--- src/rtl/mem_bus_initiator.sv ---
// Core-side load/store initiator driving a waitrequest-style memory bus.
// Optional waitrequest stall timeout is enabled by defining BUS_TIMEOUT_EN.
module mem_bus_initiator #(
    parameter int unsigned TIMEOUT_CYCLES = 255
) (
    input  logic        clk,
    input  logic        reset,
    input  logic        req_valid,
    input  logic        req_write,
    input  logic [1:0]  req_size,
    input  logic        req_signed,
    input  logic [31:0] req_addr,
    input  logic [31:0] req_wdata,
    output logic        req_ready,
    output logic        resp_valid,
    output logic [31:0] resp_rdata,
    output logic        resp_err,
    output logic [31:0] address,
    output logic        read,
    output logic        write,
    output logic [31:0] writedata,
    output logic [3:0]  byteenable,
    input  logic        waitrequest,
    input  logic [31:0] readdata
);

    typedef enum logic [2:0] {IDLE, WRITE, READ, RDATA, RESP} state_t;

    state_t      state, state_next;
    logic [31:0] addr_q, wdata_q, rdata_q;
    logic [1:0]  size_q;
    logic        write_q, signed_q, err_q, hold_q;
    logic        accept, legal, timeout, bus_phase;
    logic [3:0]  be_calc;
    logic [31:0] lane_mask, wrep, shifted, load_val;

    assign req_ready = reset && (state == IDLE);
    assign accept    = req_valid && req_ready;
    assign bus_phase = (state == WRITE) || (state == READ) || (state == RDATA);

    always_comb begin
        legal = 1'b0;
        case (req_size)
            2'b00:   legal = 1'b1;
            2'b01:   legal = !req_addr[0];
            2'b10:   legal = (req_addr[1:0] == 2'b00);
            default: legal = 1'b0;
        endcase
    end

`ifdef BUS_TIMEOUT_EN
    localparam int unsigned CNT_W = (TIMEOUT_CYCLES > 255) ? $clog2(TIMEOUT_CYCLES + 1) : 8;
    logic [CNT_W-1:0] stall_cnt;

    // Cleared while idle so every WRITE/READ starts from zero.
    always_ff @(posedge clk) begin
        if (!reset || state == IDLE) begin
            stall_cnt <= '0;
        end else if ((state == WRITE || state == READ) && waitrequest) begin
            stall_cnt <= stall_cnt + 1'b1;
        end
    end

    assign timeout = (state == WRITE || state == READ) && waitrequest &&
                     (stall_cnt == CNT_W'(TIMEOUT_CYCLES - 1));
`else
    logic unused_timeout_cfg;
    assign unused_timeout_cfg = ^TIMEOUT_CYCLES;
    assign timeout            = 1'b0;
`endif

    always_ff @(posedge clk) begin
        if (!reset) begin
            state <= IDLE;
        end else begin
            state <= state_next;
        end
    end

    always_comb begin
        state_next = state;
        case (state)
            IDLE: begin
                if (accept) begin
                    if (!legal)         state_next = RESP;
                    else if (req_write) state_next = WRITE;
                    else                state_next = READ;
                end
            end
            WRITE:   if (timeout || !waitrequest) state_next = RESP;
            READ: begin
                if (!waitrequest)  state_next = RDATA;
                else if (timeout)  state_next = RESP;
            end
            RDATA:   state_next = RESP;
            RESP:    if (!hold_q) state_next = IDLE;
            default: state_next = IDLE;
        endcase
    end

    // A rejected request spends one silent cycle in RESP (hold_q) so its
    // response latency matches that of a zero-wait store.
    always_ff @(posedge clk) begin
        if (!reset) begin
            addr_q   <= '0;
            wdata_q  <= '0;
            rdata_q  <= '0;
            size_q   <= '0;
            write_q  <= 1'b0;
            signed_q <= 1'b0;
            err_q    <= 1'b0;
            hold_q   <= 1'b0;
        end else begin
            if (accept) begin
                addr_q   <= req_addr;
                wdata_q  <= req_wdata;
                size_q   <= req_size;
                write_q  <= req_write;
                signed_q <= req_signed;
                err_q    <= !legal;
                hold_q   <= !legal;
                rdata_q  <= '0;
            end
            if (state == RDATA) rdata_q <= load_val;
            if (state == RESP)  hold_q  <= 1'b0;
            if (timeout)        err_q   <= 1'b1;
        end
    end

    always_comb begin
        be_calc = 4'b1111;
        wrep    = wdata_q;
        case (size_q)
            2'b00: begin
                be_calc = 4'b0001 << addr_q[1:0];
                wrep    = {4{wdata_q[7:0]}};
            end
            2'b01: begin
                be_calc = 4'b0011 << addr_q[1:0];
                wrep    = {2{wdata_q[15:0]}};
            end
            default: begin
                be_calc = 4'b1111;
                wrep    = wdata_q;
            end
        endcase
    end

    assign lane_mask = {{8{be_calc[3]}}, {8{be_calc[2]}}, {8{be_calc[1]}}, {8{be_calc[0]}}};
    assign shifted   = readdata >> {addr_q[1:0], 3'b000};

    always_comb begin
        load_val = shifted;
        case (size_q)
            2'b00:   load_val = {{24{signed_q & shifted[7]}}, shifted[7:0]};
            2'b01:   load_val = {{16{signed_q & shifted[15]}}, shifted[15:0]};
            default: load_val = shifted;
        endcase
    end

    assign address    = {addr_q[31:2], 2'b00};
    assign read       = (state == READ);
    assign write      = (state == WRITE);
    assign byteenable = bus_phase ? be_calc : 4'b0000;
    assign writedata  = (bus_phase && write_q) ? (wrep & lane_mask) : 32'h0;
    assign resp_valid = (state == RESP) && !hold_q;
    assign resp_err   = resp_valid && err_q;
    assign resp_rdata = resp_valid ? rdata_q : 32'h0;

endmodule

--- config.mk ---
export PLATFORM = sky130hd
export DESIGN_NAME = mem_bus_initiator
export DESIGN_NICKNAME = d
export VERILOG_FILES = /design/src/rtl/mem_bus_initiator.sv
export SDC_FILE = /design/constraint.sdc
export NUM_CORES = 1
export LEC_CHECK = 0
export ABC_AREA = 0
export ABC_CLOCK_PERIOD_IN_PS = 2300
export BUFFER_PORTS_ARGS = -buffer_cell sky130_fd_sc_hd__buf_4
export CORE_AREA = 3 3 110 112
export CTS_CLUSTER_SIZE = 40
export DETAILED_ROUTE_END_ITERATION = 10
export DIE_AREA = 0 0 113 115
export GPL_TIMING_DRIVEN = 1
export PLACE_DENSITY = 0.86
export RECOVER_POWER = 50
export SYNTH_ARGS = -nofsm -noshare
export SYNTH_HDL_FRONTEND = slang
export SYNTH_SLANG_ARGS = --single-unit
--- constraint.sdc ---
create_clock -name clk -period 2.3 [get_ports clk]
set_input_delay 0 -clock clk [delete_from_list [all_inputs] [get_ports clk]]
set_output_delay 0 -clock clk [all_outputs]
set_load 0.02 [all_outputs]
==> impl_metrics.sql <==
INSERT INTO impl_metrics (metric_group, metric, value, unit) VALUES
('routing', 'drcViolationCount', '0', ''),
('sta', 'hold_violations', '0', ''),
('placement', 'gp_congestion', '0.850', ''),
('synthesis', 'synth-main-ff-cell', 'sky130_fd_sc_hd__dfxtp_1', ''),
('sta', 'finalSetupViolCount', '0', ''),
('placement', 'placement.io_buffers', '206', ''),
('routing', 'drt.antenna.violating_nets', '0', ''),
('sta', 'worstMarginPinSlew', '0.960', 'ns'),
('synthesis', 'flop_and_latch_count_out_of_synthesis', '105', ''),
('global_routing', 'vias_in_the_first_global_route', '5368', ''),
('clocking', 'cts_buffers', '9', ''),
('routing', 'detailroute.via_count', '5613', ''),
('global_routing', 'grt_first_pass_wirelength', '26600', 'um'),
('layout', 'areaGrowthSynthToFinish', '43.9', '%'),
('outcome', 'run_status', 'completed', ''),
('global_routing', 'globalRouteTotalUtil', '25.0', '%'),
('clocking', 'clockRootBuffer', 'sky130_fd_sc_hd__clkbuf_16', ''),
('synthesis', 'synth.cell_area', '5320', 'um2'),
('sta', 'worst_slew_margin_rel', '36.0', '%'),
('die', 'die-height', '115', 'um'),
('clocking', 'clkLatencyLatePin', '0.34', 'ns'),
('pwr', 'power_density', '723', 'nW/um2'),
('global_routing', 'grt_max_degree', '70', ''),
('synthesis', 'synth_enable_flop_cells', '0', ''),
('setup_path', 'setup.worst_path.end_class', 'primary output', ''),
('min_path', 'holdCritPathClass', 'input pin to register', ''),
('layout', 'layout-drive-gt1-share', '24.6', '%'),
('layout', 'mostFrequentLayoutCells', '186 x sky130_fd_sc_hd__buf_4, 173 x sky130_fd_sc_hd__nand2_1, 104 x sky130_fd_sc_hd__dfxtp_1', ''),
('pwr', 'power_internal', '3.61', 'mW'),
('synthesis', 'synthDistinctLibCells', '47', ''),
('sta', 'maxSlewViolCount', '0', ''),
('setup_path', 'cpLargestDelayFamily', 'simple AND/OR/NAND/NOR gates', ''),
('routing', 'dr.pass1.iters', '5', ''),
('setup_path', 'max_stage_delay', '0.49', 'ns'),
('routing', 'via_per_inst', '5.31', ''),
('placement', 'dpl.hpwl', '11200', 'um'),
('layout', 'final_net_count', '1015', ''),
('global_routing', 'total_congestion_overflow_after_global_routing', '0', ''),
('setup_path', 'critical_path_peak_fanout', '10', ''),
('pwr', 'share_seq_of_total_power', '40.8', '%'),
('setup_path', 'critPathSlowestCell', 'sky130_fd_sc_hd__dfxtp_1', ''),
('clocking', 'clock-sinks', '105', ''),
('sta', 'rsz0062_at_grt', 'no', ''),
('pwr', 'netSwitchingFraction', '34.8', '%'),
('clocking', 'clock_tree_from_tritoncts', 'done', ''),
('sta', 'worst_hold_slack', '0.0150', 'ns'),
('pwr', 'comb_power_share', '31.2', '%'),
('sta', 'finalWorstPathRequiredPeriod', '2.11', 'ns'),
('setup_path', 'cp_cell_sequence', 'nor2_1 > nor3b_1 > buf_4 > nor2b_2 > and2_1 > buf_4', ''),
('layout', 'antenna_cells', '0', ''),
('synthesis', 'yosysWarnings', '0', ''),
('setup_path', 'worst-endpoint-required', '2.30', 'ns'),
('die', 'rows', '39', ''),
('layout', 'final_common_cell', 'sky130_fd_sc_hd__buf_4', ''),
('synthesis', 'syn-mean-instance-area', '7.80', 'um2'),
('die', 'die-area', '13000', 'um2'),
('pwr', 'vdd_ir_drop_max', '0.000491', 'V'),
('routing', 'wirelength_per_cell', '16.4', 'um'),
('flow_run', 'timing.max_cap.violations', '0', ''),
('layout', 'finalCoreUtilization', '67.7', '%'),
('die', 'io_pins', '209', ''),
('synthesis', 'post_synth_inst_count', '682', ''),
('routing', 'drt_wl_total', '17400', 'um'),
('pwr', 'static_leak', '3.39', 'nW'),
('die', 'initial_core_utilization', '47.0', '%'),
('setup_path', 'critPathLaunchType', 'register', ''),
('setup_path', 'cp.arrival', '2.11', 'ns'),
('sta', 'clock_skew', '0.00787', 'ns'),
('synthesis', 'synth_sequential_area_ratio', '39.5', '%'),
('setup_path', 'r2r_setup_slack', '0.22', 'ns'),
('setup_path', 'cp.buffers_inverters', '2', '');
## per-stage QoR
stage               cell area (um2)  power [mW]  setup WS [ns]  instances
floorplan                      5330        3.47          0.707        683
global placement               6720        3.96          0.356        966
detailed placement             6720        4.00          0.313        966
CTS                            7790        5.63          0.125       1058
global route                   7660        5.80         0.0692       1058
finish                         7660        5.54          0.188       1058
## power groups by stage
stage	logic, mW	clock network (mW)	registers [mW]
floorplan	1.26	0	2.21
global placement	1.68	0	2.28
detailed placement	1.70	0	2.30
CTS	1.82	1.56	2.26
global route	1.89	1.62	2.29
finish	1.73	1.55	2.26
## state kept, by name (all words and copies together) (netlist names)
| signal | flops |
|---|---|
| signed_q | 1 |
| wdata_q | 32 |
| addr_q | 32 |
| hold_q | 1 |
| size_q | 2 |
| write_q | 1 |
| state | 3 |
| err_q | 1 |
| rdata_q | 32 |
## path summary, 6_finish.rpt
| kind | from | end | depth (start not counted) |
|---|---|---|---|
| max | state[0] | writedata[3] | 6 |
| min | readdata[21] | rdata_q[13] | 4 |
| max reg2reg | state[2] | rdata_q[18] | 5 |
| min reg2reg | err_q | err_q | 2 |
## area by class of cell
class / instances / area [um2] / area share [%]
timing repair buffer: 300 / 2330 / 30.4
inverter: 3 / 11.3 / 0.147
multi-input combinational: 492 / 2740 / 35.8
tap: 143 / 179 / 2.34
clock buffer: 11 / 243 / 3.17
sequential: 105 / 2100 / 27.5
clock inverter: 4 / 53.8 / 0.702
## cells by family (layout without fill, tap and decap cells)
family                 count (synthesis)  count (layout)  synth area share [%]
multiplexers                          42              42                  8.56
flip-flops                           105             105                  39.5
AND/OR/NAND/NOR                      335             335                  28.5
AO/OA/AOI/OAI                        113             113                  14.3
other                                  1               2                0.0705
buffers and inverters                 86             318                  9.05
## metal layers
layer	routed length [um]	track usage, %	vias up
met2	8580	44.4	279
met3	1400	5.32	34
met5	0	0	-
met4	427	8.09	0
met1	6950	30.4	2578
li1	-	-	2722
## cells in the mapped netlist, types with 2 or more instances
cell | instances | area, um2
sky130_fd_sc_hd__and2_1 | 42 | 263
sky130_fd_sc_hd__a31oi_1 | 2 | 12.5
sky130_fd_sc_hd__a21boi_0 | 8 | 60.1
sky130_fd_sc_hd__a21oi_1 | 28 | 140
sky130_fd_sc_hd__nand3b_1 | 3 | 22.5
sky130_fd_sc_hd__o21ai_0 | 10 | 50.1
sky130_fd_sc_hd__clkbuf_1 | 23 | 86.3
sky130_fd_sc_hd__and3b_1 | 2 | 17.5
sky130_fd_sc_hd__buf_1 | 7 | 26.3
sky130_fd_sc_hd__buf_4 | 32 | 240
sky130_fd_sc_hd__nor3_2 | 2 | 20.0
sky130_fd_sc_hd__nor2b_1 | 6 | 37.5
sky130_fd_sc_hd__nand3_1 | 56 | 280
sky130_fd_sc_hd__nand2_1 | 174 | 653
sky130_fd_sc_hd__mux2i_1 | 32 | 320
sky130_fd_sc_hd__inv_1 | 3 | 11.3
sky130_fd_sc_hd__buf_6 | 2 | 22.5
sky130_fd_sc_hd__mux2_2 | 8 | 90.1
sky130_fd_sc_hd__o211ai_1 | 8 | 60.1
sky130_fd_sc_hd__mux4_2 | 2 | 45.0
sky130_fd_sc_hd__a221o_1 | 16 | 160
sky130_fd_sc_hd__o21ai_1 | 23 | 115
sky130_fd_sc_hd__a22o_1 | 8 | 70.1
sky130_fd_sc_hd__buf_2 | 18 | 90.1
sky130_fd_sc_hd__or2_2 | 2 | 12.5
sky130_fd_sc_hd__nor2_1 | 40 | 150
sky130_fd_sc_hd__dfxtp_1 | 105 | 2100
## worst min-delay path, cell delays in order
cell and delay, ns:
sky130_fd_sc_hd__buf_4 0.09, sky130_fd_sc_hd__a21oi_1 0.05, sky130_fd_sc_hd__o21ai_0 0.06, sky130_fd_sc_hd__a22o_1 0.12
## timing repair
| item | 4_1_cts | 5_1_grt |
|---|---|---|
| gates resized for setup | 1 | 2 |
| endpoints found under the setup margin | 1 | 3 |
| hold buffers | 77 | 0 |
| hold endpoints to repair | 80 | 0 |
Note: power is estimated with default switching activity, not from simulation.
